**src/rtl/kan_layer_pass_sequencer.sv**
```systemverilog
// Tiles one KAN layer job into DATA_CHANNELS x RSLT_CHANNELS passes and issues
// one pass command per tile, input tiles inner, output tiles outer.
module kan_layer_pass_sequencer #(
    parameter int unsigned DATA_CHANNELS = 1,
    parameter int unsigned RSLT_CHANNELS = 1,
    parameter int unsigned FEAT_WIDTH    = 16,
    parameter int unsigned GRID_WIDTH    = 8
) (
    input  logic                     clk,
    input  logic                     rst,
    input  logic                     cfg_valid,
    output logic                     cfg_ready,
    input  logic [FEAT_WIDTH-1:0]    cfg_in_features,
    input  logic [FEAT_WIDTH-1:0]    cfg_out_features,
    input  logic [GRID_WIDTH-1:0]    cfg_grid_size,
    output logic                     cmd_valid,
    input  logic                     cmd_ready,
    output logic [FEAT_WIDTH-1:0]    cmd_in_base,
    output logic [FEAT_WIDTH-1:0]    cmd_out_base,
    output logic [DATA_CHANNELS-1:0] cmd_data_mask,
    output logic [RSLT_CHANNELS-1:0] cmd_rslt_mask,
    output logic [GRID_WIDTH-1:0]    cmd_weight_len,
    output logic                     cmd_first,
    output logic                     cmd_last,
    input  logic                     pass_done,
    input  logic                     abort,
    output logic                     busy,
    output logic                     done,
    output logic                     err_cfg,
    output logic                     err_spurious
);

    // One extra bit so index + lane count never wraps at the maximum feature count
    localparam int unsigned XW = FEAT_WIDTH + 1;

    typedef enum logic [2:0] {
        S_IDLE,
        S_LOAD,
        S_ISSUE,
        S_WAIT,
        S_DONE
    } state_e;

    state_e                   state_q, state_d;
    logic [FEAT_WIDTH-1:0]    in_feat_q, in_feat_d;
    logic [FEAT_WIDTH-1:0]    out_feat_q, out_feat_d;
    logic [GRID_WIDTH-1:0]    grid_q, grid_d;
    logic [FEAT_WIDTH-1:0]    in_idx_q, in_idx_d;
    logic [FEAT_WIDTH-1:0]    out_idx_q, out_idx_d;
    logic                     cfg_ready_q, cfg_ready_d;
    logic                     cmd_valid_q, cmd_valid_d;
    logic [FEAT_WIDTH-1:0]    in_base_q, in_base_d;
    logic [FEAT_WIDTH-1:0]    out_base_q, out_base_d;
    logic [DATA_CHANNELS-1:0] data_mask_q, data_mask_d;
    logic [RSLT_CHANNELS-1:0] rslt_mask_q, rslt_mask_d;
    logic [GRID_WIDTH-1:0]    weight_len_q, weight_len_d;
    logic                     first_q, first_d;
    logic                     last_q, last_d;
    logic                     busy_q, busy_d;
    logic                     done_q, done_d;
    logic                     err_cfg_q, err_cfg_d;
    logic                     err_spur_q, err_spur_d;
    logic [XW-1:0]            in_next_x;
    logic [XW-1:0]            out_next_x;

    // State, descriptor, index and output registers
    always_ff @(posedge clk or negedge rst) begin
        if (!rst) begin
            state_q      <= S_IDLE;
            in_feat_q    <= '0;
            out_feat_q   <= '0;
            grid_q       <= '0;
            in_idx_q     <= '0;
            out_idx_q    <= '0;
            cfg_ready_q  <= 1'b1;
            cmd_valid_q  <= 1'b0;
            in_base_q    <= '0;
            out_base_q   <= '0;
            data_mask_q  <= '0;
            rslt_mask_q  <= '0;
            weight_len_q <= '0;
            first_q      <= 1'b0;
            last_q       <= 1'b0;
            busy_q       <= 1'b0;
            done_q       <= 1'b0;
            err_cfg_q    <= 1'b0;
            err_spur_q   <= 1'b0;
        end else begin
            state_q      <= state_d;
            in_feat_q    <= in_feat_d;
            out_feat_q   <= out_feat_d;
            grid_q       <= grid_d;
            in_idx_q     <= in_idx_d;
            out_idx_q    <= out_idx_d;
            cfg_ready_q  <= cfg_ready_d;
            cmd_valid_q  <= cmd_valid_d;
            in_base_q    <= in_base_d;
            out_base_q   <= out_base_d;
            data_mask_q  <= data_mask_d;
            rslt_mask_q  <= rslt_mask_d;
            weight_len_q <= weight_len_d;
            first_q      <= first_d;
            last_q       <= last_d;
            busy_q       <= busy_d;
            done_q       <= done_d;
            err_cfg_q    <= err_cfg_d;
            err_spur_q   <= err_spur_d;
        end
    end

    // Next state, tile walk and next registered outputs
    always_comb begin
        state_d    = state_q;
        in_feat_d  = in_feat_q;
        out_feat_d = out_feat_q;
        grid_d     = grid_q;
        in_idx_d   = in_idx_q;
        out_idx_d  = out_idx_q;
        err_cfg_d  = err_cfg_q;
        err_spur_d = err_spur_q;
        in_next_x  = XW'(in_idx_q) + XW'(DATA_CHANNELS);
        out_next_x = XW'(out_idx_q) + XW'(RSLT_CHANNELS);

        case (state_q)
            S_IDLE: begin
                if (cfg_valid) begin
                    in_feat_d  = cfg_in_features;
                    out_feat_d = cfg_out_features;
                    grid_d     = cfg_grid_size;
                    err_cfg_d  = 1'b0;
                    err_spur_d = 1'b0;
                    state_d    = S_LOAD;
                end
            end
            S_LOAD: begin
                in_idx_d  = '0;
                out_idx_d = '0;
                if ((in_feat_q == '0) || (out_feat_q == '0)) begin
                    err_cfg_d = 1'b1;
                    state_d   = S_DONE;
                end else begin
                    state_d = S_ISSUE;
                end
            end
            S_ISSUE: begin
                if (cmd_ready) begin
                    state_d = S_WAIT;
                end
            end
            S_WAIT: begin
                if (pass_done) begin
                    if (in_next_x < XW'(in_feat_q)) begin
                        in_idx_d = FEAT_WIDTH'(in_next_x);
                        state_d  = S_ISSUE;
                    end else if (out_next_x < XW'(out_feat_q)) begin
                        in_idx_d  = '0;
                        out_idx_d = FEAT_WIDTH'(out_next_x);
                        state_d   = S_ISSUE;
                    end else begin
                        state_d = S_DONE;
                    end
                end
            end
            S_DONE: begin
                state_d = S_IDLE;
            end
            default: begin
                state_d = S_IDLE;
            end
        endcase

        if (pass_done && (state_q != S_WAIT)) begin
            err_spur_d = 1'b1;
        end
        // Abort overrides any handshake or pass completion in the same cycle
        if (abort && (state_q != S_IDLE)) begin
            state_d = S_IDLE;
        end

        cfg_ready_d  = (state_d == S_IDLE);
        busy_d       = (state_d != S_IDLE);
        done_d       = (state_d == S_DONE);
        cmd_valid_d  = (state_d == S_ISSUE);
        in_base_d    = in_idx_d;
        out_base_d   = out_idx_d;
        weight_len_d = grid_d;
        first_d      = (in_idx_d == '0);
        last_d       = (XW'(in_idx_d) + XW'(DATA_CHANNELS)) >= XW'(in_feat_d);
        data_mask_d  = '0;
        rslt_mask_d  = '0;
        for (int unsigned k = 0; k < DATA_CHANNELS; k++) begin
            data_mask_d[k] = (XW'(in_idx_d) + XW'(k)) < XW'(in_feat_d);
        end
        for (int unsigned k = 0; k < RSLT_CHANNELS; k++) begin
            rslt_mask_d[k] = (XW'(out_idx_d) + XW'(k)) < XW'(out_feat_d);
        end
    end

    assign cfg_ready      = cfg_ready_q;
    assign cmd_valid      = cmd_valid_q;
    assign cmd_in_base    = in_base_q;
    assign cmd_out_base   = out_base_q;
    assign cmd_data_mask  = data_mask_q;
    assign cmd_rslt_mask  = rslt_mask_q;
    assign cmd_weight_len = weight_len_q;
    assign cmd_first      = first_q;
    assign cmd_last       = last_q;
    assign busy           = busy_q;
    assign done           = done_q;
    assign err_cfg        = err_cfg_q;
    assign err_spurious   = err_spur_q;

endmodule

```
**config.mk**
```make
export PLATFORM = sky130hd
export DESIGN_NAME = kan_layer_pass_sequencer
export DESIGN_NICKNAME = d
export VERILOG_FILES = /design/src/rtl/kan_layer_pass_sequencer.sv
export SDC_FILE = /design/constraint.sdc
export NUM_CORES = 1
export LEC_CHECK = 0
export ABC_AREA = 1
export CAP_MARGIN = 10
export CORE_MARGIN = 2
export CORE_UTILIZATION = 50
export CTS_CLUSTER_SIZE = 16
export DETAILED_ROUTE_END_ITERATION = 8
export HOLD_SLACK_MARGIN = 0.1
export PLACE_DENSITY = 0.73
export SLEW_MARGIN = 20
export SYNTH_ARGS = -nofsm -noshare
export SYNTH_HDL_FRONTEND = slang
export SYNTH_SLANG_ARGS = --single-unit
```
**constraint.sdc**
```tcl
create_clock -name clk -period 5.6 [get_ports clk]
set_input_delay 1.12 -clock clk [delete_from_list [all_inputs] [get_ports clk]]
set_output_delay 1.12 -clock clk [all_outputs]
set_load 0.03 [all_outputs]
```
# Word-level counts from Yosys, hierarchy flattened

Cells that the tools add are included.

Add/sub/neg operators: 3
$mul: 0
Div/mod/pow operators: 0
$lt $le $gt $ge: 5
Equality and inequality tests: 8
Shifts and indexed selects: 0
Muxes and demuxes: 25
Bitwise logic cells: 0
Reductions and logical operators: 16

Operator list:

| kind                    | number |
|---|---|
| $mux W16                | 10 |
| $pmux W16 S2            | 2 |
| $add A16 B1 Y17 const B | 3 |
| $logic_not A16 Y1       | 3 |
| $lt A17 B16 Y1          | 2 |
| $lt A16 B16 Y1          | 2 |
| $mux W3                 | 7 |
| $ge A17 B16 Y1          | 1 |
| $pmux W3 S4             | 1 |
| $eq A3 B2 Y1 const B    | 3 |
| $logic_not A3 Y1        | 2 |
| $reduce_bool A2 Y1      | 3 |
| $reduce_bool A3 Y1      | 2 |
| $mux W1                 | 4 |
| $ne A2 B2 Y1 const B    | 2 |
| $reduce_and A2 Y1       | 2 |
| $eq A3 B1 Y1 const B    | 1 |
| $eq A3 B3 Y1 const B    | 1 |
| $ne A3 B2 Y1 const B    | 1 |
| $reduce_and A3 Y1       | 1 |
| $logic_and A1 B1 Y1     | 2 |
| $pmux W1 S2             | 1 |
| $logic_or A1 B1 Y1      | 1 |

Bits in registers: 85
Bits in latches: 0
Bits in writable memories: 0
Memory bits (read-only): 0
Bits of input ports: 46
Output and inout port bits: 50
Memories kept: 0

# Depth between registers and ports, before layout

Gate-level depths: netlist of run 1.

Depth after elaboration: 8
Depth in mapped cells: 40
Depth with buffers taken out: 40

# Worst setup path before layout of run 1

Ideal clock, no wire load.

Path type: reg2reg
Start point: register, netlist name cmd_out_base[4]
End point: register last_q (netlist: cmd_last)
Setup time: 0.124 ns
Arrival: 4.887 ns
Data required time: 5.476 ns
Slack: 0.589 ns
Cell stages (with the launch flop): 39
Period minus slack after synthesis: 5.011 ns
Path through: dfrtp_1 nand2_1 nor2_2 inv_1 nor2_1 nand2_1 nor3_1 nand3_1 nor3_1 xor2_1 ha_1 inv_1 nor2_1 nor2_1 nand2_1 nor2_1 nand2_2 nand2_4 (+3 left out) a21boi_1 inv_1 ha_1 and3_4 xnor2_1 inv_1 ha_1 a21o_1 a31oi_1 o21bai_1 a21oi_1 o21ai_0 nand2_1 nand3_1 nand2_1 nand2_1 a21oi_1 o21ai_1

RTL lines:

| element              | line | RTL |
|---|---|---|
| to (signal assigned) | 103  | `last_q <= last_d;` |
| to (decl)            | 58   | `logic last_q, last_d;` |

==> flow_summary.ini, run 1 <==
[power]
p_int_mw = 2.00
switching_share_pct = 50.0
pwr_density_cell_mw_per_mm2 = 483
clockPowerShare_pct = 14.5
finalPower_mw = 4.00
pwr-share-seq_pct = 26.6
vdd_drop_max_mv = 0.229
combPwrFrac_pct = 58.9
p_sw_mw = 2.00
p_leak_nw = 4.28

[place]
finalWeightedCongestion = 0.953
numPortBuffers = 95
dp_hpwl_mm = 13.8
pre_cts_ws_ps = 272
dpl_cell_area_mm2 = 0.00795
dp.cells = 1185

[synthesis]
netlist.area_leader.share_pct = 30.9
syn-cell-area_mm2 = 0.00680
synth-edff-count = 0
synthFlopType = dfrtp_1
synth_fp_nets = 1052
yosysMostFrequentCell = nand2_1
synth.top_cells.by_area = dfrtp_1, ha_1, nand2_1
async_flop_share_pct = 100
ys.warnings.count = 0
syn_area_per_cell_um2 = 7.35
ys_seq_area_share_pct = 31.3
synthDistinctLibCells = 48
syn_inst = 925
synth-seq-cells = 85
synth_top_area_cell = dfrtp_1
synthTopCellsByCount = nand2_1, inv_1, dfrtp_1

[global_routing]
first_global_vias = 6052
gr-usage-met1_pct = 37.0
grt_max_degree = 60
met3_usage_pct = 5.33
use_met2_pct = 40.1
antenna_found_initial = 0
track_usage_pct = 26.4
grt_pass1_wl_mm = 30.3
top_usage_layer = met2
grt_overflow = 0

[min_path]
hp-class = register to register

[worst_setup_path]
worst_ep_arrival_time_ps = 5440
cp_max_fo = 15
critical-path-top-delay-family = simple AND/OR/NAND/NOR gates
critPathKind = register to register
startpoint_type = register
slowest_stage = dfrtp_1
crit_path_max_incr_delay_ps = 410
rrSetupSlack_ps = 400
path_buf_inv = 4
crit_required_ps = 5840
crit_path_frequent_cell = nand2_1
endpoint_kind = register

[final_layout]
antenna_cells = 0
area_growth_pct = 21.8
fin_util_pct = 62.6
nets = 1149
layout-drive-gt1-share_pct = 9.54
stdcell_area_mm2 = 0.00828
final_cell_count_no_fill = 1203

[clock_network]
cts_tree = yes
htree_levels = 3
cts_sinks = 85
clk_latency_ps = 360
path_clk_slew_ps = 70
clk_path_buf_depth = 2
cts_buffers = 9
clock-root-buffer = clkbuf_16

[sta]
setup_violations = 0
finalMaxSlewViolations = 0
post-route-min-period_ps = 5200
max-slew-margin-rel_pct = 41.3
finClkSkew_ps = 7.64
worst_pin_slew_ps = 877
fin_crit_sh_pct = 92.8
setup_slack_ps = 401
fmaxAchievable_ghz = 0.192
fin_hold_ws_ps = 484
fin_tns_setup_ps = 0
hold_viol = 0

[flow_run]
maxCapViolCount = 0

[floorplan]
dieArea_mm2 = 0.0146
coreArea_mm2 = 0.0132
die_x_um = 121
die_y_um = 121
core.rowCount = 42
start_util_pct = 51.4
io_pins = 96

[route]
wirelength_mm = 18.1
via_per_inst = 5.27
drc_errors = 0
vias = 6335
drt-initial-drc-count = 374
detail-route-antenna-nets = 0
dr.pass1.iters = 5
wl_per_cell_um = 15.1

[outcome]
status = complete, no violations
[worst min-delay path: cells and delay by family, from the launching register on]
kind          cells  cell delay, ps
flops             1             350
simple gates      2             100
[final cells by class]
cell class | count | area (um^2)
well taps | 176 | 220
clock inverters | 3 | 21.3
fillers | 1234 | 4960
repair buffers | 105 | 1030
flip-flops and latches | 85 | 2130
clock buffers | 13 | 250
multi-input cells | 666 | 4050
inverters | 155 | 582
[power groups by stage]
stage               clock network [mW]  logic, mW  registers, mW
finish                           0.579       2.36           1.06
global route                     0.612       2.67           1.10
CTS                              0.581       2.35           1.06
detailed placement                   0       2.33           1.07
global placement                     0       2.30           1.07
floorplan                            0       1.38           1.26
[final timing paths]
kind                                                     from                            end  cells after the start
worst min-delay path            cmd_weight_len[1]$_DFFE_PN0P_  cmd_weight_len[1]$_DFFE_PN0P_                      2
max in group asynchronous                                 rst      cmd_out_base[0]$_DFF_PN0_                      2
worst max register to register      cmd_out_base[2]$_DFF_PN0_             cmd_last$_DFF_PN0_                     37
min in group asynchronous                                 rst  cmd_weight_len[4]$_DFFE_PN0P_                      1
worst max-delay path                cmd_out_base[2]$_DFF_PN0_             cmd_last$_DFF_PN0_                     37
worst min register to register  cmd_weight_len[1]$_DFFE_PN0P_  cmd_weight_len[1]$_DFFE_PN0P_                      2
[state kept, by name, indices dropped and copies added, names as in the netlist, 3 cells and up]
signal          flops
state_q             3
out_feat_q         16
in_feat_q          16
cmd_out_base       16
cmd_in_base        16
cmd_weight_len      8
[cells by family (layout without fill, tap and decap cells)]
family | count (synthesis) | count (layout) | synth area share (%)
compound gates | 170 | 170 | 14.6
xor+xnor | 28 | 28 | 3.61
fa+ha+maj | 81 | 81 | 14.9
buf+inv | 174 | 276 | 9.77
flops | 85 | 85 | 31.3
simple gates | 387 | 387 | 25.8
[per-layer routing]
| layer | up-vias | wire length (um) |
|---|---|---|
| met5 | - | 0 |
| met4 | 0 | 442 |
| met3 | 38 | 1180 |
| met2 | 193 | 7890 |
| met1 | 2902 | 8620 |
| li1 | 3202 | - |
[cells in the final DEF, fill, tap and decap left out, types with 6 or more instances in the layout]
cell and count:
nor2_1 62, a21oi_1 50, dfrtp_1 82, nand2_2 19, nor2_2 10, clkbuf_16 9, nand3_1 23, nand4_1 14
nand2_1 217, clkdlybuf4s50_1 94, nor3_1 7, nor4_1 11, xor2_1 23, o21ai_1 9, buf_4 10, o21ai_0 71
ha_1 80, o21ai_2 7, inv_2 6, inv_1 146
[repair_timing]
action	4_1_cts	5_1_grt
gates resized for setup	0	14
setup endpoints to repair	0	2
hold buffers	0	0
setup buffers	0	2
Note: power is estimated with default switching activity, not from simulation.
==> run 2: changes to the inputs <==
--- a/config.mk
+++ b/config.mk
@@ -8,11 +8,11 @@
 export ABC_AREA = 1
 export CAP_MARGIN = 10
 export CORE_MARGIN = 2
-export CORE_UTILIZATION = 50
+export CORE_UTILIZATION = 56
 export CTS_CLUSTER_SIZE = 16
 export DETAILED_ROUTE_END_ITERATION = 8
 export HOLD_SLACK_MARGIN = 0.1
-export PLACE_DENSITY = 0.73
+export PLACE_DENSITY = 0.81
 export SLEW_MARGIN = 20
 export SYNTH_ARGS = -nofsm -noshare
 export SYNTH_HDL_FRONTEND = slang
==> flow_summary.ini, run 2 (synthesis gave the netlist of run 1 again) <==
[place]
dp_hpwl_mm = 13.8
numPortBuffers = 95
finalWeightedCongestion = 0.955
dpl_cell_area_mm2 = 0.00791
pre_cts_ws_ps = 192
dp.cells = 1155

[route]
vias = 6547
drt-initial-drc-count = 550
drc_errors = 0
via_per_inst = 5.55
dr.pass1.iters = 5
detail-route-antenna-nets = 0
wl_per_cell_um = 15.9
wirelength_mm = 18.8

[power]
pwr_density_cell_mw_per_mm2 = 497
vdd_drop_max_mv = 0.300
p_leak_nw = 4.32
finalPower_mw = 4.15

[sta]
hold_viol = 0
setup_violations = 0
finalMaxSlewViolations = 0
max-slew-margin-rel_pct = 41.6
setup_slack_ps = 437
post-route-min-period_ps = 5160
fin_tns_setup_ps = 0
fin_crit_sh_pct = 92.2
fin_hold_ws_ps = 481
worst_pin_slew_ps = 875
fmaxAchievable_ghz = 0.194
finClkSkew_ps = 8.58

[final_layout]
fin_util_pct = 70.2
layout-drive-gt1-share_pct = 10.4
final_cell_mix = nand2_1, inv_1, clkdlybuf4s50_1
antenna_cells = 0
layout_commonest_cell = nand2_1
final_cell_count_no_fill = 1180
area_growth_pct = 23.0
stdcell_area_mm2 = 0.00836
nets = 1155

[clock_network]
clk_path_buf_depth = 2
cts_hold_buffers = 0
htree_levels = 3
cts_sinks = 85
clock-root-buffer = clkbuf_16
clk_latency_ps = 350
path_clk_slew_ps = 70
cts_buffers = 9
cts_tree = yes

[global_routing]
track_usage_pct = 29.9
first_global_vias = 6078
grt_max_degree = 69
antenna_found_initial = 0
grt_overflow = 0
grt_pass1_wl_mm = 30.7

[outcome]
status = complete, no violations

[flow_run]
maxCapViolCount = 0

[floorplan]
core.rowCount = 40
dieArea_mm2 = 0.0130
start_util_pct = 57.1
coreArea_mm2 = 0.0119
die_x_um = 114
die_y_um = 114
io_pins = 96

[worst_setup_path]
slowest_stage = dfrtp_1
crit_path_max_incr_delay_ps = 410
critPathKind = register to register
cp_max_fo = 5
worst_ep_arrival_time_ps = 5400
crit_path_frequent_cell = nand2_1
crit_required_ps = 5840
endpoint_kind = register
startpoint_type = register

[min_path]
hp-class = register to register
## run 2: per-layer routing
layer | global-route usage [%] | up-vias | part of all wire (%)
met2 | 48.1 | 292 | 46
li1 | - | 3216 | -
met5 | 0 | - | 0
met1 | 41.7 | 3000 | 44
met4 | 10.3 | 0 | 2.2
met3 | 4.18 | 39 | 7.4
## run 2: report_power, final
| group | switching, mW | leakage [nW] | internal (mW) | total (mW) |
|---|---|---|---|---|
| clock network | 0.271 | 0.161 | 0.407 | 0.678 |
| logic | 1.56 | 3.11 | 0.848 | 2.40 |
| registers | 0.217 | 1.04 | 0.855 | 1.07 |
## run 2: cell type report
| cell class | instances | area (um^2) |
|---|---|---|
| Fill cell | 962 | 3550 |
| Multi-Input combinational cell | 666 | 4070 |
| Clock inverter | 6 | 92.6 |
| Sequential cell | 85 | 2130 |
| Inverter | 155 | 582 |
| Timing Repair Buffer | 111 | 1070 |
| Clock buffer | 10 | 239 |
| Tap cell | 147 | 184 |
## run 2: what timing repair did
item                       in CTS  in global routing
setup endpoints to repair       0                  1
buffers inserted                0                  9
gates resized for setup         0                 14
## run 2: critical path, delay by kind of cell (launching register included)
family / cells / cell delay (ps)
xor gates and xnor gates: 2 / 340
DFF: 1 / 410
adders and majority gates: 3 / 740
and+or+nand+nor: 21 / 2190
AOI/OAI and AO/OA: 8 / 1040
buffers and inverters: 4 / 340
## run 2: worst paths after layout
| kind | slack (ps) | depth (start not counted) | to | start |
|---|---|---|---|---|
| worst max-delay path | 440 | 38 | cmd_last$_DFF_PN0_ | cmd_out_base[1]$_DFF_PN0_ |
| worst min-delay path | 480 | 2 | cmd_weight_len[0]$_DFFE_PN0P_ | cmd_weight_len[0]$_DFFE_PN0P_ |
| worst max register to register | 440 | 38 | cmd_last$_DFF_PN0_ | cmd_out_base[1]$_DFF_PN0_ |
| worst min register to register | 480 | 2 | cmd_weight_len[0]$_DFFE_PN0P_ | cmd_weight_len[0]$_DFFE_PN0P_ |
| max in group asynchronous | 3810 | 2 | cmd_out_base[4]$_DFF_PN0_ | rst |
| min in group asynchronous | 620 | 1 | cmd_weight_len[3]$_DFFE_PN0P_ | rst |
==> run 3: changes to the inputs <==
--- a/config.mk
+++ b/config.mk
@@ -17,3 +17,4 @@
 export SYNTH_ARGS = -nofsm -noshare
 export SYNTH_HDL_FRONTEND = slang
 export SYNTH_SLANG_ARGS = --single-unit
+export TNS_END_PERCENT = 10
==> results of run 3 <==
No change in the layout: final DEF, timing and power equal those of run 2.
